`config.mk`:
```
export PLATFORM = sky130hd
export DESIGN_NAME = cg_i2c_master_flat
export DESIGN_NICKNAME = d
export VERILOG_FILES = /design/src/rtl/cg_i2c_master_if.sv /design/src/rtl/cg_i2c_master.sv /design/src/flat_wrapper.sv
export SDC_FILE = /design/constraint.sdc
export NUM_CORES = 1
export LEC_CHECK = 0
export ABC_AREA = 1
export CAP_MARGIN = 10
export CORE_ASPECT_RATIO = 1.1
export CORE_MARGIN = 5
export CORE_UTILIZATION = 50
export CTS_BUF_LIST = sky130_fd_sc_hd__clkbuf_16
export CTS_CLUSTER_SIZE = 28
export DETAILED_ROUTE_END_ITERATION = 10
export PLACE_DENSITY_LB_ADDON = 0.08
export SLEW_MARGIN = 20
export SYNTH_ARGS = -nofsm -noshare
export SYNTH_HDL_FRONTEND = slang
export SYNTH_SLANG_ARGS = --single-unit
```
`constraint.sdc`:
```
create_clock -name I_clk -period 3.4 [get_ports I_clk]
set_clock_uncertainty 0.1 [all_clocks]
set_input_delay 0.51 -clock I_clk [delete_from_list [all_inputs] [get_ports I_clk]]
set_output_delay 0.51 -clock I_clk [all_outputs]
set_load 0.01 [all_outputs]
```
`src/rtl/cg_i2c_master_if.sv`:
```
// Command and bus-pin bundle for the coilgun I2C controller.
// The master modport is the controller's view; the slave modport is the host/bus side.
interface cg_i2c_master_if;
  logic        I_start;
  logic [6:0]  I_addr;
  logic        I_rw;
  logic [7:0]  I_wdata;
  logic [2:0]  I_nbytes;
  logic        I_sda;
  logic        O_sda;
  logic        OE_sda;
  logic        OE_scl;
  logic [31:0] O_rdata;
  logic        O_busy;
  logic        O_done;
  logic        O_nack;

  modport master (
    input  I_start, I_addr, I_rw, I_wdata, I_nbytes, I_sda,
    output O_sda, OE_sda, OE_scl, O_rdata, O_busy, O_done, O_nack
  );

  modport slave (
    output I_start, I_addr, I_rw, I_wdata, I_nbytes, I_sda,
    input  O_sda, OE_sda, OE_scl, O_rdata, O_busy, O_done, O_nack
  );
endinterface

```
`src/rtl/cg_i2c_master.sv`:
```
// I2C initiator for the coilgun board: single-byte register write, 1-4 byte read.
// Lines are driven open-drain through OE_sda/OE_scl; the pad ring builds the tristates.
//
// state       | meaning
// S_IDLE      | waiting for I_start, lines released
// S_START     | one slot generating the START condition
// S_ADDR      | 8 slots shifting out {addr, rw}
// S_ADDR_ACK  | SDA released, responder ACK sampled
// S_WDATA     | 8 slots shifting out the write byte
// S_WDATA_ACK | SDA released, responder ACK sampled
// S_RDATA     | SDA released, 8 bits shifted in
// S_RDATA_ACK | master ACK (more bytes) or NACK (last byte)
// S_STOP      | one slot generating the STOP condition
module cg_i2c_master #(
  parameter int CLK_DIV = 8
) (
  input  logic              I_clk,
  input  logic              I_rstn,
  cg_i2c_master_if.master   bus
);

  typedef enum logic [3:0] {
    S_IDLE, S_START, S_ADDR, S_ADDR_ACK, S_WDATA,
    S_WDATA_ACK, S_RDATA, S_RDATA_ACK, S_STOP
  } state_t;

  localparam int DW = $clog2(CLK_DIV);
  localparam logic [DW-1:0] DIV_LD = DW'(CLK_DIV - 1);

  state_t          state_q, state_d;
  logic [DW-1:0]   div_q, div_d;
  logic [1:0]      qtr_q, qtr_d;
  logic [2:0]      bit_q, bit_d;
  logic [7:0]      sh_q, sh_d;
  logic            rw_q, rw_d;
  logic [7:0]      wdata_q, wdata_d;
  logic [2:0]      left_q, left_d;
  logic            samp_q, samp_d;
  logic [31:0]     rdata_q, rdata_d;
  logic            nack_q, nack_d;
  logic            done_q, done_d;
  logic            oe_sda_q, oe_sda_d;
  logic            oe_scl_q, oe_scl_d;

  logic            tick, slot_end, sample;

  // Line drive for a given slot position; returns {oe_scl, oe_sda}.
  function automatic logic [1:0] drive(state_t st, logic [1:0] qt, logic tx_bit, logic more);
    logic scl_low;
    scl_low = (qt < 2'd2);
    case (st)
      S_IDLE:             return 2'b00;
      S_START:            return {qt == 2'd3, qt >= 2'd2};
      S_STOP:             return {scl_low, qt != 2'd3};
      S_ADDR, S_WDATA:    return {scl_low, !tx_bit};
      S_RDATA_ACK:        return {scl_low, more};
      default:            return {scl_low, 1'b0};
    endcase
  endfunction

  // Next-state, datapath and registered pin-drive decode.
  always_comb begin
    state_d  = state_q;
    div_d    = div_q;
    qtr_d    = qtr_q;
    bit_d    = bit_q;
    sh_d     = sh_q;
    rw_d     = rw_q;
    wdata_d  = wdata_q;
    left_d   = left_q;
    samp_d   = samp_q;
    rdata_d  = rdata_q;
    nack_d   = nack_q;
    done_d   = 1'b0;

    tick     = (div_q == '0);
    slot_end = tick && (qtr_q == 2'd3);
    sample   = tick && (qtr_q == 2'd2);

    if (state_q == S_IDLE) begin
      div_d = DIV_LD;
      qtr_d = 2'd0;
    end else begin
      div_d = tick ? DIV_LD : div_q - 1'b1;
      if (tick) qtr_d = qtr_q + 2'd1;
      if (sample) samp_d = bus.I_sda;
    end

    case (state_q)
      S_IDLE: begin
        if (bus.I_start) begin
          state_d = S_START;
          sh_d    = {bus.I_addr, bus.I_rw};
          rw_d    = bus.I_rw;
          wdata_d = bus.I_wdata;
          left_d  = (bus.I_nbytes == 3'd0) ? 3'd1 :
                    (bus.I_nbytes > 3'd4)  ? 3'd4 : bus.I_nbytes;
          rdata_d = '0;
          nack_d  = 1'b0;
        end
      end
      S_START: if (slot_end) begin
        state_d = S_ADDR;
        bit_d   = 3'd7;
      end
      S_ADDR, S_WDATA: if (slot_end) begin
        if (bit_q == 3'd0) begin
          state_d = (state_q == S_ADDR) ? S_ADDR_ACK : S_WDATA_ACK;
        end else begin
          bit_d = bit_q - 3'd1;
          sh_d  = {sh_q[6:0], 1'b0};
        end
      end
      S_ADDR_ACK: if (slot_end) begin
        bit_d = 3'd7;
        if (samp_q) begin
          nack_d  = 1'b1;
          state_d = S_STOP;
        end else if (rw_q) begin
          state_d = S_RDATA;
        end else begin
          state_d = S_WDATA;
          sh_d    = wdata_q;
        end
      end
      S_WDATA_ACK: if (slot_end) begin
        if (samp_q) nack_d = 1'b1;
        state_d = S_STOP;
      end
      S_RDATA: begin
        if (sample) sh_d = {sh_q[6:0], bus.I_sda};
        if (slot_end) begin
          if (bit_q == 3'd0) begin
            rdata_d = {rdata_q[23:0], sh_q};
            state_d = S_RDATA_ACK;
          end else begin
            bit_d = bit_q - 3'd1;
          end
        end
      end
      S_RDATA_ACK: if (slot_end) begin
        if (left_q == 3'd1) begin
          state_d = S_STOP;
        end else begin
          left_d  = left_q - 3'd1;
          bit_d   = 3'd7;
          state_d = S_RDATA;
        end
      end
      S_STOP: if (slot_end) begin
        state_d = S_IDLE;
        done_d  = 1'b1;
      end
      default: state_d = S_IDLE;
    endcase

    // Pins are decoded from next-state values so the pads come straight off flops.
    {oe_scl_d, oe_sda_d} = drive(state_d, qtr_d, sh_d[7], left_d > 3'd1);
  end

  // State and datapath registers with synchronous active-low reset.
  always_ff @(posedge I_clk) begin
    if (!I_rstn) begin
      state_q  <= S_IDLE;
      div_q    <= '0;
      qtr_q    <= 2'd0;
      bit_q    <= 3'd0;
      sh_q     <= 8'd0;
      rw_q     <= 1'b0;
      wdata_q  <= 8'd0;
      left_q   <= 3'd0;
      samp_q   <= 1'b0;
      rdata_q  <= '0;
      nack_q   <= 1'b0;
      done_q   <= 1'b0;
      oe_sda_q <= 1'b0;
      oe_scl_q <= 1'b0;
    end else begin
      state_q  <= state_d;
      div_q    <= div_d;
      qtr_q    <= qtr_d;
      bit_q    <= bit_d;
      sh_q     <= sh_d;
      rw_q     <= rw_d;
      wdata_q  <= wdata_d;
      left_q   <= left_d;
      samp_q   <= samp_d;
      rdata_q  <= rdata_d;
      nack_q   <= nack_d;
      done_q   <= done_d;
      oe_sda_q <= oe_sda_d;
      oe_scl_q <= oe_scl_d;
    end
  end

  assign bus.O_sda   = 1'b0;
  assign bus.OE_sda  = oe_sda_q;
  assign bus.OE_scl  = oe_scl_q;
  assign bus.O_rdata = rdata_q;
  assign bus.O_busy  = (state_q != S_IDLE);
  assign bus.O_done  = done_q;
  assign bus.O_nack  = nack_q;

endmodule

```
`src/flat_wrapper.sv`:
```
// flat-port wrapper written by rule: the top's interface ports become plain ports
module cg_i2c_master_flat 
#(
  parameter int CLK_DIV = 8
)
  (I_clk, I_rstn, bus_I_start, bus_I_addr, bus_I_rw, bus_I_wdata, bus_I_nbytes, bus_I_sda, bus_O_sda, bus_OE_sda, bus_OE_scl, bus_O_rdata, bus_O_busy, bus_O_done, bus_O_nack);
  cg_i2c_master_if bus_i ();
  input  logic I_clk;
  input  logic I_rstn;
  input wire logic [$bits(bus_i.I_start)-1:0] bus_I_start;
  input wire logic [$bits(bus_i.I_addr)-1:0] bus_I_addr;
  input wire logic [$bits(bus_i.I_rw)-1:0] bus_I_rw;
  input wire logic [$bits(bus_i.I_wdata)-1:0] bus_I_wdata;
  input wire logic [$bits(bus_i.I_nbytes)-1:0] bus_I_nbytes;
  input wire logic [$bits(bus_i.I_sda)-1:0] bus_I_sda;
  output wire logic [$bits(bus_i.O_sda)-1:0] bus_O_sda;
  output wire logic [$bits(bus_i.OE_sda)-1:0] bus_OE_sda;
  output wire logic [$bits(bus_i.OE_scl)-1:0] bus_OE_scl;
  output wire logic [$bits(bus_i.O_rdata)-1:0] bus_O_rdata;
  output wire logic [$bits(bus_i.O_busy)-1:0] bus_O_busy;
  output wire logic [$bits(bus_i.O_done)-1:0] bus_O_done;
  output wire logic [$bits(bus_i.O_nack)-1:0] bus_O_nack;
  assign bus_i.I_start = bus_I_start;
  assign bus_i.I_addr = bus_I_addr;
  assign bus_i.I_rw = bus_I_rw;
  assign bus_i.I_wdata = bus_I_wdata;
  assign bus_i.I_nbytes = bus_I_nbytes;
  assign bus_i.I_sda = bus_I_sda;
  assign bus_O_sda = bus_i.O_sda;
  assign bus_OE_sda = bus_i.OE_sda;
  assign bus_OE_scl = bus_i.OE_scl;
  assign bus_O_rdata = bus_i.O_rdata;
  assign bus_O_busy = bus_i.O_busy;
  assign bus_O_done = bus_i.O_done;
  assign bus_O_nack = bus_i.O_nack;
  cg_i2c_master #(.CLK_DIV(CLK_DIV)) u_core (.I_clk(I_clk), .I_rstn(I_rstn), .bus(bus_i));
endmodule
```
; Yosys cells after proc, flatten, opt, wreduce, memory -nomap -nowiden
; Cells that the tools add are included.
; Widths: inputs -> output; s select.
[totals]
ff_bits = 69
input_bits = 23
out_inout_bits = 38
word_cells = 132
[classes]
add_sub_neg = 4
magnitude_cmp = 4
eq_ne = 34
n_mux = 49
bitwise_logic = 1
n_reduce_logical = 25
[op_table]
columns = operator, n
row1 = $mux 32, 3
row2 = $pmux 32 s2, 1
row3 = $mux 8, 7
row4 = $mux 4, 12
row5 = $mux 3, 13
row6 = $pmux 4 s8, 1
row7 = $pmux 8 s4, 1
row8 = $eq 4x3->1 const B, 6
row9 = $ne 2x1->1 const B, 10
row10 = $ne 2x2->1 const B, 7
row11 = $eq 4x2->1 const B, 3
row12 = $pmux 2 s5, 1
row13 = $logic_not 3->1, 3
row14 = $pmux 3 s3, 1
row15 = $sub 3x1->3 const B, 3
row16 = $eq 4x1->1 const B, 2
row17 = $eq 4x4->1 const B, 2
row18 = $logic_not 4->1, 2
row19 = $reduce_and 4->1, 2
row20 = $reduce_and 8->1, 1
row21 = $reduce_bool 4->1, 2
row22 = $reduce_or 2->1, 4
row23 = $eq 2x2->1 const B, 3
row24 = $mux 2, 3
row25 = 17 further kinds, 24

; Logic depth before layout (Yosys ltp)
; Gate-level depths: netlist (run 1).
[depth]
depth_word = 8
mapped_depth = 14
mapped_depth_nobuf = 14

; Worst setup path after synthesis (run 1)
; Ideal clock, no wire load.
[synth_timing]
path_kind = reg2reg
from = reg u_core.div_q[0]
to = reg u_core.sh_q[0]
setup_ns = 0.128
arrival_time_ns = 1.603
required_time_ns = 3.172
slack_ns = 1.569
path_stages_with_launch = 10
n_path_buf = 0
period_less_slack_ns = 1.831
cell_sequence = dfxtp_1 > inv_1 > ha_1 > nand2_1 > nor2_1 > o21ai_0 > inv_1 > nand4_1 > a21oi_1 > nor2_1
[synth_via]
elab_chain_len = 4
word_cells_on_any_way = 7
cone_classes = eq/ne (3) / reduce/logical (4)
[synth_rtl]
columns = element, line
row1 = start: declaration, cg_i2c_master.sv:31  ; logic [DW-1:0] div_q, div_d;
row2 = start signal: assignment, cg_i2c_master.sv:180  ; div_q <= div_d;
row3 = $logic_not 3->1 *, cg_i2c_master.sv:76  ; tick = (div_q == '0);
row4 = "$logic_and 1x1->1, on equally long branches", "cg_i2c_master.sv:78, cg_i2c_master.sv:77"
row5 = $ne 2x1->1 (no line), --
row6 = $reduce_and 8->1 (no line) *, --
row7 = end signal: assignment, cg_i2c_master.sv:168  ; sh_q <= 8'd0;
row8 = end signal: assignment, cg_i2c_master.sv:183  ; sh_q <= sh_d;
row9 = end: declaration, cg_i2c_master.sv:34  ; logic [7:0] sh_q, sh_d;
; Every way passes the cells marked *; elsewhere a longest branch is shown, timed or not.
; A chain may end at the register's enable or synchronous reset.

; Worst setup path after layout (run 1)
[layout_timing]
from = reg u_core.state_q[0]
to = reg u_core.rdata_q[21] (netlist: u_core.bus.O_rdata[21])
[layout_via]
elab_chain_len = 3
word_cells_on_any_way = 8
cone_classes = eq/ne (4) / mux (1) / reduce/logical (3)
[layout_rtl]
columns = element, line
row1 = start: declaration, cg_i2c_master.sv:30  ; state_t state_q, state_d;
row2 = start signal: assignment, cg_i2c_master.sv:179  ; state_q <= state_d;
row3 = $eq 4x3->1 / $logic_not 4->1 (equally long branches), cg_i2c_master.sv:89  ; case (state_q)
row4 = $ne 2x1->1 (no line) (tied with other cells), --
row5 = $reduce_and 4->1 (no line), --
row6 = end signal: assignment, cg_i2c_master.sv:188  ; rdata_q <= rdata_d;
row7 = end: declaration, cg_i2c_master.sv:39  ; logic [31:0] rdata_q, rdata_d;
; Parallel ways exist; a longest one is shown, timed or not.

==> out/results.ini, run 1 <==
[drt]
drc=0
wl_per_cell_um=13.3
drt_iter0_drc=115
post_drt_via_cell_ratio=5.27
via_count=3287
firstDrtPassIters=5
final_antenna_net_count=0
wl_um=8280

[grt]
antenna_found_initial=0
grt_pass1_vias=2985
overflow=0
grt_max_degree=43
grt_use_total_pct=20.6
grt_first_pass_wirelength_um=13600

[synthesis]
yosysWarnings=0
synth_top_cell_area_share_pct=41.7
yosys.area.top_type=dfxtp_1
ys_ff_latch=69
synth_cells=483
synth_cell_types=35
post_synth.cell_area_avg_um2=6.86
synth-edff-count=0
synth_flop_cell=dfxtp_1
ys_seq_area_share_pct=41.7
yosys-top-cells-area=dfxtp_1 42%, nand2_1 16%, a21oi_1 8.3%
postSynth.asyncResetShare_pct=0
synth_area_um2=3310
synthesis.nets=514

[die]
row_count=31
pin_count=61
dieHeight_um=95.4
start_util_pct=50.9
fp.dieArea_um2=8360
core-area_um2=6520
die_x_um=87.6

[clock_network]
ctsHtreeMaxLevel=3
cts-root-buf=clkbuf_16
clkLatencyLatePin_ps=320
cts_tree=yes
cts_buffer_depth=2
numCtsBuffers=9
cts-resized-gates=0
cts.sinks=69
path_clk_slew_ps=50
holdBufCountCts=0
cts_setup_buffers=0

[min_path]
holdCritPathClass=reg2reg

[placed_design]
port_buffers=59
dp.cells=609
placed_area_um2=3940
place_congestion=0.867
dp_hpwl_um=6060

[final_layout]
finish.instance_area_um2=4250
finalNonFillerCells=624
final_nets=569
fillers=600
layout_common_cells=144 x nand2_1, 69 x dfxtp_1, 59 x clkdlybuf4s50_1
area.growth.synth_to_final_pct=28.1
drive_above_1_share_pct=5.90
final_common_cell=nand2_1
diodes=0

[power]
p_per_area_nw_per_um2=466
ir_worst_vdd_mv=0.490
power_leakage_nw=1.70
total_power_w=0.00198

[timing]
rsz0062_at_grt=false
max_freq_ghz=0.387
period_needed_ps=2590
relSlewSlack_pct=59.3
report.final.slew_viol_count=0
setup_viol=0
fin_crit_sh_pct=76.1
fin_tns_setup_ps=0
worst_pin_slew_ps=609
finalHoldViolations=0
timing.hold.ws_ps=357

[critical_path]
required_ps=3550
worst-setup-path-type=reg2reg
critPathArrivalTime_ps=2730
cp-start-kind=flip-flop
worstSetupEndpointType=flip-flop
cp_max_fo=32

[run]
max_cap_violations=0

[status]
status=finished clean

## state kept, by name, summed over array words and instances, names as in the netlist
name,cells
u_core.bus.O_done,1
u_core.div_q,3
u_core.qtr_q,2
u_core.bus.OE_sda,1
u_core.bit_q,3
u_core.bus.O_nack,1
u_core.rw_q,1
u_core.state_q,4
u_core.bus.O_rdata,32
u_core.left_q,3
u_core.samp_q,1
u_core.bus.OE_scl,1
u_core.sh_q,8
u_core.wdata_q,8
## final cells by class
type | instances | area, µm² | share of cell area [%]
inverter | 47 | 176 | 4.16
multi-input combinational | 348 | 1660 | 39.1
sequential | 69 | 1380 | 32.5
clock inverter | 6 | 80.1 | 1.89
timing repair buffer | 63 | 621 | 14.6
clock buffer | 9 | 225 | 5.31
tap | 82 | 103 | 2.42
## per-layer routing
metal	vias to the layer above	track usage (%)	share of wire, %	wire length, µm
met1	1495	24.8	42	3490
li1	1679	-	-	-
met2	95	35.3	49	4080
met5	-	0	0	0
met3	18	3.54	5.7	473
met4	0	10.2	2.9	239
## cells by family (layout without fill, tap and decap cells)
kind of cell / count (synthesis) / in the layout / synth area share, %
buf+inv: 66 / 125 / 8.53
flops: 69 / 69 / 41.7
xor+xnor: 2 / 2 / 0.529
simple gates: 238 / 238 / 29.9
other cells: 1 / 1 / 0.113
fa+ha+maj: 8 / 8 / 3.02
compound gates: 99 / 99 / 16.2
## report_power, final
part,leakage [nW],internal [W],switching (W)
clock network,0.150,0.000630,0.000319
logic,0.992,0.0000679,0.000110
registers,0.561,0.000835,0.0000166
total,1.70,0.00153,0.000446
## worst max-delay path, cell delays in order, from the launching register on
cell     delay [ps]
dfxtp_1         510
nor2_2           80
nand2_1         330
inv_2           110
nand2_1         480
inv_2           200
nor2_2          140
buf_4           310
nand2_1         100
a21oi_1         130
## stage by stage
| stage | worst slack, ps | utilization, % |
|---|---|---|
| 2_1_floorplan | 1570 | - |
| 3_3_place_gp | 895 | 60.5 |
| 3_5_place_dp | 809 | 60.5 |
| 4_1_cts | 805 | 65.1 |
| 5_1_grt | 544 | 65.1 |
| 6_report | 813 | 65.1 |
## path summary, 6_finish.rpt
check | slack (ps) | endpoint | from | cells past startpoint
setup reg to reg | 810 | u_core.bus.O_rdata[21] | u_core.state_q[0] | 9
setup / recovery | 810 | u_core.bus.O_rdata[21] | u_core.state_q[0] | 9
hold / removal | 360 | u_core.bus.O_rdata[30] | u_core.bus.O_rdata[30] | 2
hold reg to reg | 360 | u_core.bus.O_rdata[30] | u_core.bus.O_rdata[30] | 2
## synthesized netlist by cell type, types with 2 or more instances
master and n:
nor2_2 4, nor2_1 50, nand4_1 2, nand3_1 29, a31oi_1 5, a22oi_1 2
inv_1 42, buf_6 2, nor3_1 2, o21ai_1 2, inv_2 5, buf_4 3
clkbuf_1 7, xor2_1 2, dfxtp_1 69, buf_2 7, o211ai_1 2, a221oi_1 3
o21ai_0 25, nand2_1 144, a21oi_1 55, ha_1 8
(Power assumes the default switching activity.)
==> inputs of run 2 (changes only) <==
--- a/config.mk
+++ b/config.mk
@@ -9,7 +9,7 @@
 export CAP_MARGIN = 10
 export CORE_ASPECT_RATIO = 1.1
 export CORE_MARGIN = 5
-export CORE_UTILIZATION = 50
+export CORE_UTILIZATION = 47
 export CTS_BUF_LIST = sky130_fd_sc_hd__clkbuf_16
 export CTS_CLUSTER_SIZE = 28
 export DETAILED_ROUTE_END_ITERATION = 10
==> constraint.sdc (replaced) <==
create_clock -name I_clk -period 2.2 [get_ports I_clk]
set_clock_uncertainty 0.1 [all_clocks]
set_input_delay 0.33 -clock I_clk [delete_from_list [all_inputs] [get_ports I_clk]]
set_output_delay 0.33 -clock I_clk [all_outputs]
set_load 0.01 [all_outputs]
==> run 2 against run 1 <==
  * Sequential cell count did not move
  * Clock-buffer cell count stayed put
  * Setup slack worse by 720 ps
  * Largest power group unchanged
  * Combinational power rose by 64%
==> out/results.ini, run 2 (synthesis gave the netlist of run 1 again) <==
[status]
status=finished clean

[critical_path]
critPathArrivalTime_ps=1680  ; -1050 ps
cp_max_fo=10  ; -69%
timing.rr.start=u_core.div_q[0]
max_stage_delay_ps=550  ; +40 ps
r2r_cells=13  ; +4
cp_num_cells=4  ; -5
cp-start-kind=flip-flop
path_buf_inv=2  ; -1
cp_top_family=buffers and inverters
crit_chain=nor2_2 > nand2_1 > buf_4 > clkdlybuf4s50_1
required_ps=1770  ; -1780 ps
r2r_end=u_core.bus.OE_sda
worst-setup-path-type=reg2out
critPathSlowestCell=clkdlybuf4s50_1
regToRegSetupSlack_ps=220  ; -590 ps
worstSetupEndpointType=primary output

[placed_design]
dp_hpwl_um=6240  ; +3.0%
dp.cells=621  ; +2.0%
port_buffers=59  ; unchanged
place_congestion=0.873  ; +0.75%

[clock_network]
holdBufCountCts=0  ; unchanged
cts_tree=yes
cts-root-buf=clkbuf_16
ctsHtreeMaxLevel=3  ; unchanged
numCtsBuffers=9  ; unchanged
cts.sinks=69  ; unchanged
cts_buffer_depth=2  ; unchanged
path_clk_slew_ps=50  ; about the same
clkLatencyLatePin_ps=330  ; about the same

[timing]
finalHoldViolations=0  ; unchanged
max_freq_ghz=0.474
relSlewSlack_pct=60.8  ; +1.5 points
fin_crit_sh_pct=95.8
setup_viol=0  ; unchanged
fin_tns_setup_ps=0  ; unchanged
worst_pin_slew_ps=581  ; -27.2 ps
period_needed_ps=2110
rsz0062_at_grt=false
report.final.slew_viol_count=0  ; unchanged

[min_path]
hold_path_end=u_core.wdata_q[1]
whs_path_depth=2  ; unchanged
holdCritPathClass=reg2reg
min_from=u_core.wdata_q[1]

[grt]
grt_max_degree=33  ; -23%
overflow=0  ; unchanged
grt_use_total_pct=19.0  ; -1.7 points
grt_first_pass_wirelength_um=14000  ; +2.9%
antenna_found_initial=0  ; unchanged
grt_pass1_vias=3074  ; +3.0%

[power]
p_switching_w=0.000705  ; +58%
pwr-share-seq_pct=44.3  ; +1.3 points
total_power_w=0.00297  ; +50%
power_frac_comb_pct=9.8  ; +0.8 points
swShare_pct=23.7  ; +1.2 points
clockPowerShare_pct=45.8  ; -2.2 points
p_per_area_nw_per_um2=687  ; +47%
power_leakage_nw=1.73  ; +1.8%
intPower_w=0.00226  ; +48%
ir_worst_vdd_mv=0.394  ; -20%

[final_layout]
diodes=0  ; unchanged
final_common_cell=nand2_1
final_nets=578  ; +1.6%
largest_register_ffs=32  ; unchanged
finalNonFillerCells=635  ; +1.8%
fillers=671  ; +12%
drive_above_1_share_pct=8.36  ; +2.5 points
area.growth.synth_to_final_pct=30.5
layout_common_cells=144 x nand2_1, 67 x dfxtp_1, 59 x clkdlybuf4s50_1

[drt]
post_drt_via_cell_ratio=5.20  ; -1.3%
drc=0  ; unchanged
wl_per_cell_um=13.1  ; -0.87%
wl_um=8350  ; +0.88%
via_count=3303  ; +0.49%
firstDrtPassIters=4  ; -1
final_antenna_net_count=0  ; unchanged
drt_iter0_drc=121  ; +5.2%

[die]
fp.dieArea_um2=8830  ; +5.7%
pin_count=61  ; unchanged
die_x_um=90.1  ; +2.8%
row_count=32  ; +3.2%
start_util_pct=47.9  ; -3.0 points
core-area_um2=6930  ; +6.3%
dieHeight_um=98.1  ; +2.8%

[run]
max_cap_violations=0  ; unchanged

## run 2: worst max path at each step
stage	startpoint	end	slack [ps]
2_1_floorplan	u_core.div_q[0]	u_core.sh_q[0]	370
3_3_place_gp	bus_I_start	u_core.bus.OE_sda	130
3_5_place_dp	bus_I_start	u_core.bus.OE_sda	150
4_1_cts	u_core.state_q[0]	bus_O_busy	20
5_1_grt	u_core.state_q[1]	bus_O_busy	20
6_report	u_core.state_q[1]	bus_O_busy	90
## run 2: metal layers
metal,global-route usage [%],vias up,part of all wire (%)
met3,4.08,19,4.6
met4,8.25,0,2.8
met5,0,-,0
met1,22.6,1514,44
met2,32.8,79,49
li1,-,1691,-
## run 2: layout make-up
class | count | area, µm² | share of cell area [%]
sequential | 69 | 1380 | 32.0
multi-input combinational | 348 | 1670 | 38.5
timing repair buffer | 72 | 713 | 16.5
inverter | 47 | 176 | 4.08
tap | 85 | 106 | 2.46
clock inverter | 5 | 53.8 | 1.24
clock buffer | 9 | 225 | 5.21
## run 2: power groups by stage
stage	Sequential (W)	Combinational, W	Clock, W
3_3_place_gp	0.00134	0.000286	0
5_1_grt	0.00132	0.000328	0.00145
2_1_floorplan	0.00133	0.000188	0
3_5_place_dp	0.00134	0.000289	0
6_report	0.00132	0.000292	0.00136
4_1_cts	0.00132	0.000291	0.00139
## run 2: tightest hold or removal path, delay by kind of cell, from the launching register on
family,cells,cell delay [ps]
AO/OA/AOI/OAI,1,50
flip-flops,1,290
buffers and inverters,1,60
## run 2: per-stage QoR
step / setup slack [ps] / hold WS [ps] / instance area, µm² / utilization [%]
6_report: 92.1 / 352 / 4320 / 62.4
5_1_grt: 24.1 / 380 / 4320 / 62.4
4_1_cts: 17.8 / 355 / 4320 / 62.3
3_5_place_dp: 151 / 346 / 4040 / 58.3
3_3_place_gp: 134 / 343 / 4040 / 58.3
2_1_floorplan: 369 / 329 / 3310 / -
## run 2: repair_timing
action,4_1_cts,5_1_grt
resized for setup,1,4
pin swaps,0,0
gates cloned,0,0
setup endpoints to repair,1,9
setup buffers,0,0
==> inputs of run 3 (changes only) <==
--- a/config.mk
+++ b/config.mk
@@ -9,7 +9,7 @@
 export CAP_MARGIN = 10
 export CORE_ASPECT_RATIO = 1.1
 export CORE_MARGIN = 5
-export CORE_UTILIZATION = 47
+export CORE_UTILIZATION = 50
 export CTS_BUF_LIST = sky130_fd_sc_hd__clkbuf_16
 export CTS_CLUSTER_SIZE = 28
 export DETAILED_ROUTE_END_ITERATION = 10
==> constraint.sdc (replaced) <==
create_clock -name I_clk -period 2.6 [get_ports I_clk]
set_clock_uncertainty 0.1 [all_clocks]
set_input_delay 0.39 -clock I_clk [delete_from_list [all_inputs] [get_ports I_clk]]
set_output_delay 0.39 -clock I_clk [all_outputs]
set_load 0.01 [all_outputs]
==> run 3 against run 2 <==
  * Sequential power fell by 16%
  * Power fell by 16%
  * Design area shrank 0.95%
  * Largest cell class unchanged
  * Via count down 0.27%
  * Largest power group unchanged
  * Clock-buffer cell count did not move
  * Global-route usage grew 2.4 points
  * Hold slack improved by 5.3 ps
  * Critical path type unchanged
  * Die area decreased by 5.4%
  * Routed wire length is 0.32% higher
  * Critical path depth shrank 1
  * Clock power shrank 16%
  * Register-to-register slack improved by 200 ps
==> out/results.ini, run 3 (synthesis gave the netlist of run 1 again) <==
[status]
status=finished clean

[min_path]
whs_path_depth=2  ; unchanged
holdCritPathClass=reg2reg

[power]
power_leakage_nw=1.72  ; -0.51%
p_per_area_nw_per_um2=584  ; -15%
ir_worst_vdd_mv=0.377  ; -4.2%

[final_layout]
diodes=0  ; unchanged
final_nets=574  ; -0.69%
final-seq-area_um2=1380  ; -0.18%
fillers=585  ; -13%
finalNonFillerCells=629  ; -0.94%
drive_above_1_share_pct=6.76  ; -1.6 points
final_common_cell=nand2_1
layout_common_cells=144 x nand2_1, 69 x dfxtp_1, 59 x clkdlybuf4s50_1
area.growth.synth_to_final_pct=29.2
largest_register_ffs=32  ; unchanged
multi_input_area_um2=1660  ; -0.38%

[drt]
via_count=3294  ; -0.27%
wl_met1_um=3530  ; -3.4%
highest_layer=met4
wl_per_cell_um=13.3  ; +1.3%
met2_length_um=4180  ; +2.5%
drc=0  ; unchanged
wl_um=8380  ; +0.32%
post_drt_via_cell_ratio=5.24  ; +0.68%
firstDrtPassIters=5  ; +1
drt_iter0_drc=150  ; +24%
final_antenna_net_count=0  ; unchanged
wl_met3_um=498  ; +29%

[die]
row_count=31  ; -3.1%
start_util_pct=50.9  ; +3.0 points
dieHeight_um=95.4  ; -2.7%
pin_count=61  ; unchanged
die_x_um=87.6  ; -2.7%
fp.dieArea_um2=8360  ; -5.4%
core-area_um2=6520  ; -5.9%

[timing]
worst_pin_slew_ps=614  ; +32.7 ps
report.final.slew_viol_count=0  ; unchanged
setup_slack_ps=245  ; +153 ps
setup_viol=0  ; unchanged
fin_tns_setup_ps=0  ; unchanged
rsz0062_at_grt=false
max_freq_ghz=0.425
period_needed_ps=2350
relSlewSlack_pct=58.6  ; -2.2 points
finalHoldViolations=0  ; unchanged
fin_crit_sh_pct=90.6

[grt]
grt_use_total_pct=21.3  ; +2.4 points
overflow=0  ; unchanged
grt_pass1_vias=3078  ; +0.13%
grt_first_pass_wirelength_um=14100  ; +0.54%
grt_max_degree=40  ; +21%
antenna_found_initial=0  ; unchanged

[clock_network]
holdBufCountCts=0  ; unchanged
cts-resized-gates=0  ; -1
numCtsBuffers=9  ; unchanged
path_clk_slew_ps=50  ; about the same
ctsHtreeMaxLevel=3  ; unchanged
cts_setup_buffers=0  ; unchanged
cts-root-buf=clkbuf_16
cts_buffer_depth=2  ; unchanged
cts.sinks=69  ; unchanged
cts_tree=yes
clkLatencyLatePin_ps=320  ; about the same

[critical_path]
r2r_cells=11  ; -2
cp-start-kind=flip-flop
required_ps=2110  ; +340 ps
critPathArrivalTime_ps=1860  ; +180 ps
worst-setup-path-type=reg2out
cp_max_fo=11  ; +1
worstSetupEndpointType=primary output

[run]
max_cap_violations=0  ; unchanged

[placed_design]
place_congestion=0.935  ; +7.1%
dp_hpwl_um=6240  ; about the same
pre_cts_ws_ps=423  ; +272 ps
port_buffers=59  ; unchanged
dp.cells=614  ; -1.1%

[run 3: final cells by class]
type / count / area share (%)
sequential: 69 / 32.3
timing repair buffer: 68 / 16.0
tap: 82 / 2.40
clock buffer: 9 / 5.26
inverter: 47 / 4.12
clock inverter: 6 / 1.29
multi-input combinational: 348 / 38.7
[run 3: worst paths after layout]
check                               from                      to  slack, ps
setup / recovery       u_core.state_q[0]              bus_O_busy        250
hold / removal    u_core.bus.O_rdata[29]  u_core.bus.O_rdata[29]        360
setup reg to reg         u_core.div_q[0]         u_core.bit_q[1]        420
hold reg to reg   u_core.bus.O_rdata[29]  u_core.bus.O_rdata[29]        360
[run 3: layer usage]
layer / vias up / GRT usage [%]
li1: 1681 / -
met1: 1504 / 26.1
met2: 93 / 35.9
met3: 16 / 5.62
met4: 0 / 7.80
met5: - / 0
[run 3: metrics by stage]
step / utilization, % / power, W / cell area [µm²] / hold WS [ps]
2_1_floorplan: - / 0.00129 / 3310 / 329
3_3_place_gp: 61.4 / 0.00137 / 4000 / 343
3_5_place_dp: 61.4 / 0.00138 / 4000 / 352
4_1_cts: 65.7 / 0.00253 / 4280 / 360
5_1_grt: 65.7 / 0.00261 / 4280 / 377
6_report: 65.7 / 0.00250 / 4280 / 357
[run 3: worst max-delay path: stages, from the launching register on]
cell	delay (ps)
dfxtp_1	500
nor2_2	80
nand2_1	340
clkdlybuf4s50_1	620
[run 3: power breakdown]
part	leakage, nW	internal (W)	switching [W]
clock network	0.136	0.000725	0.000418
registers	0.561	0.00109	0.0000225
logic	1.03	0.0000985	0.000146
total	1.72	0.00192	0.000586
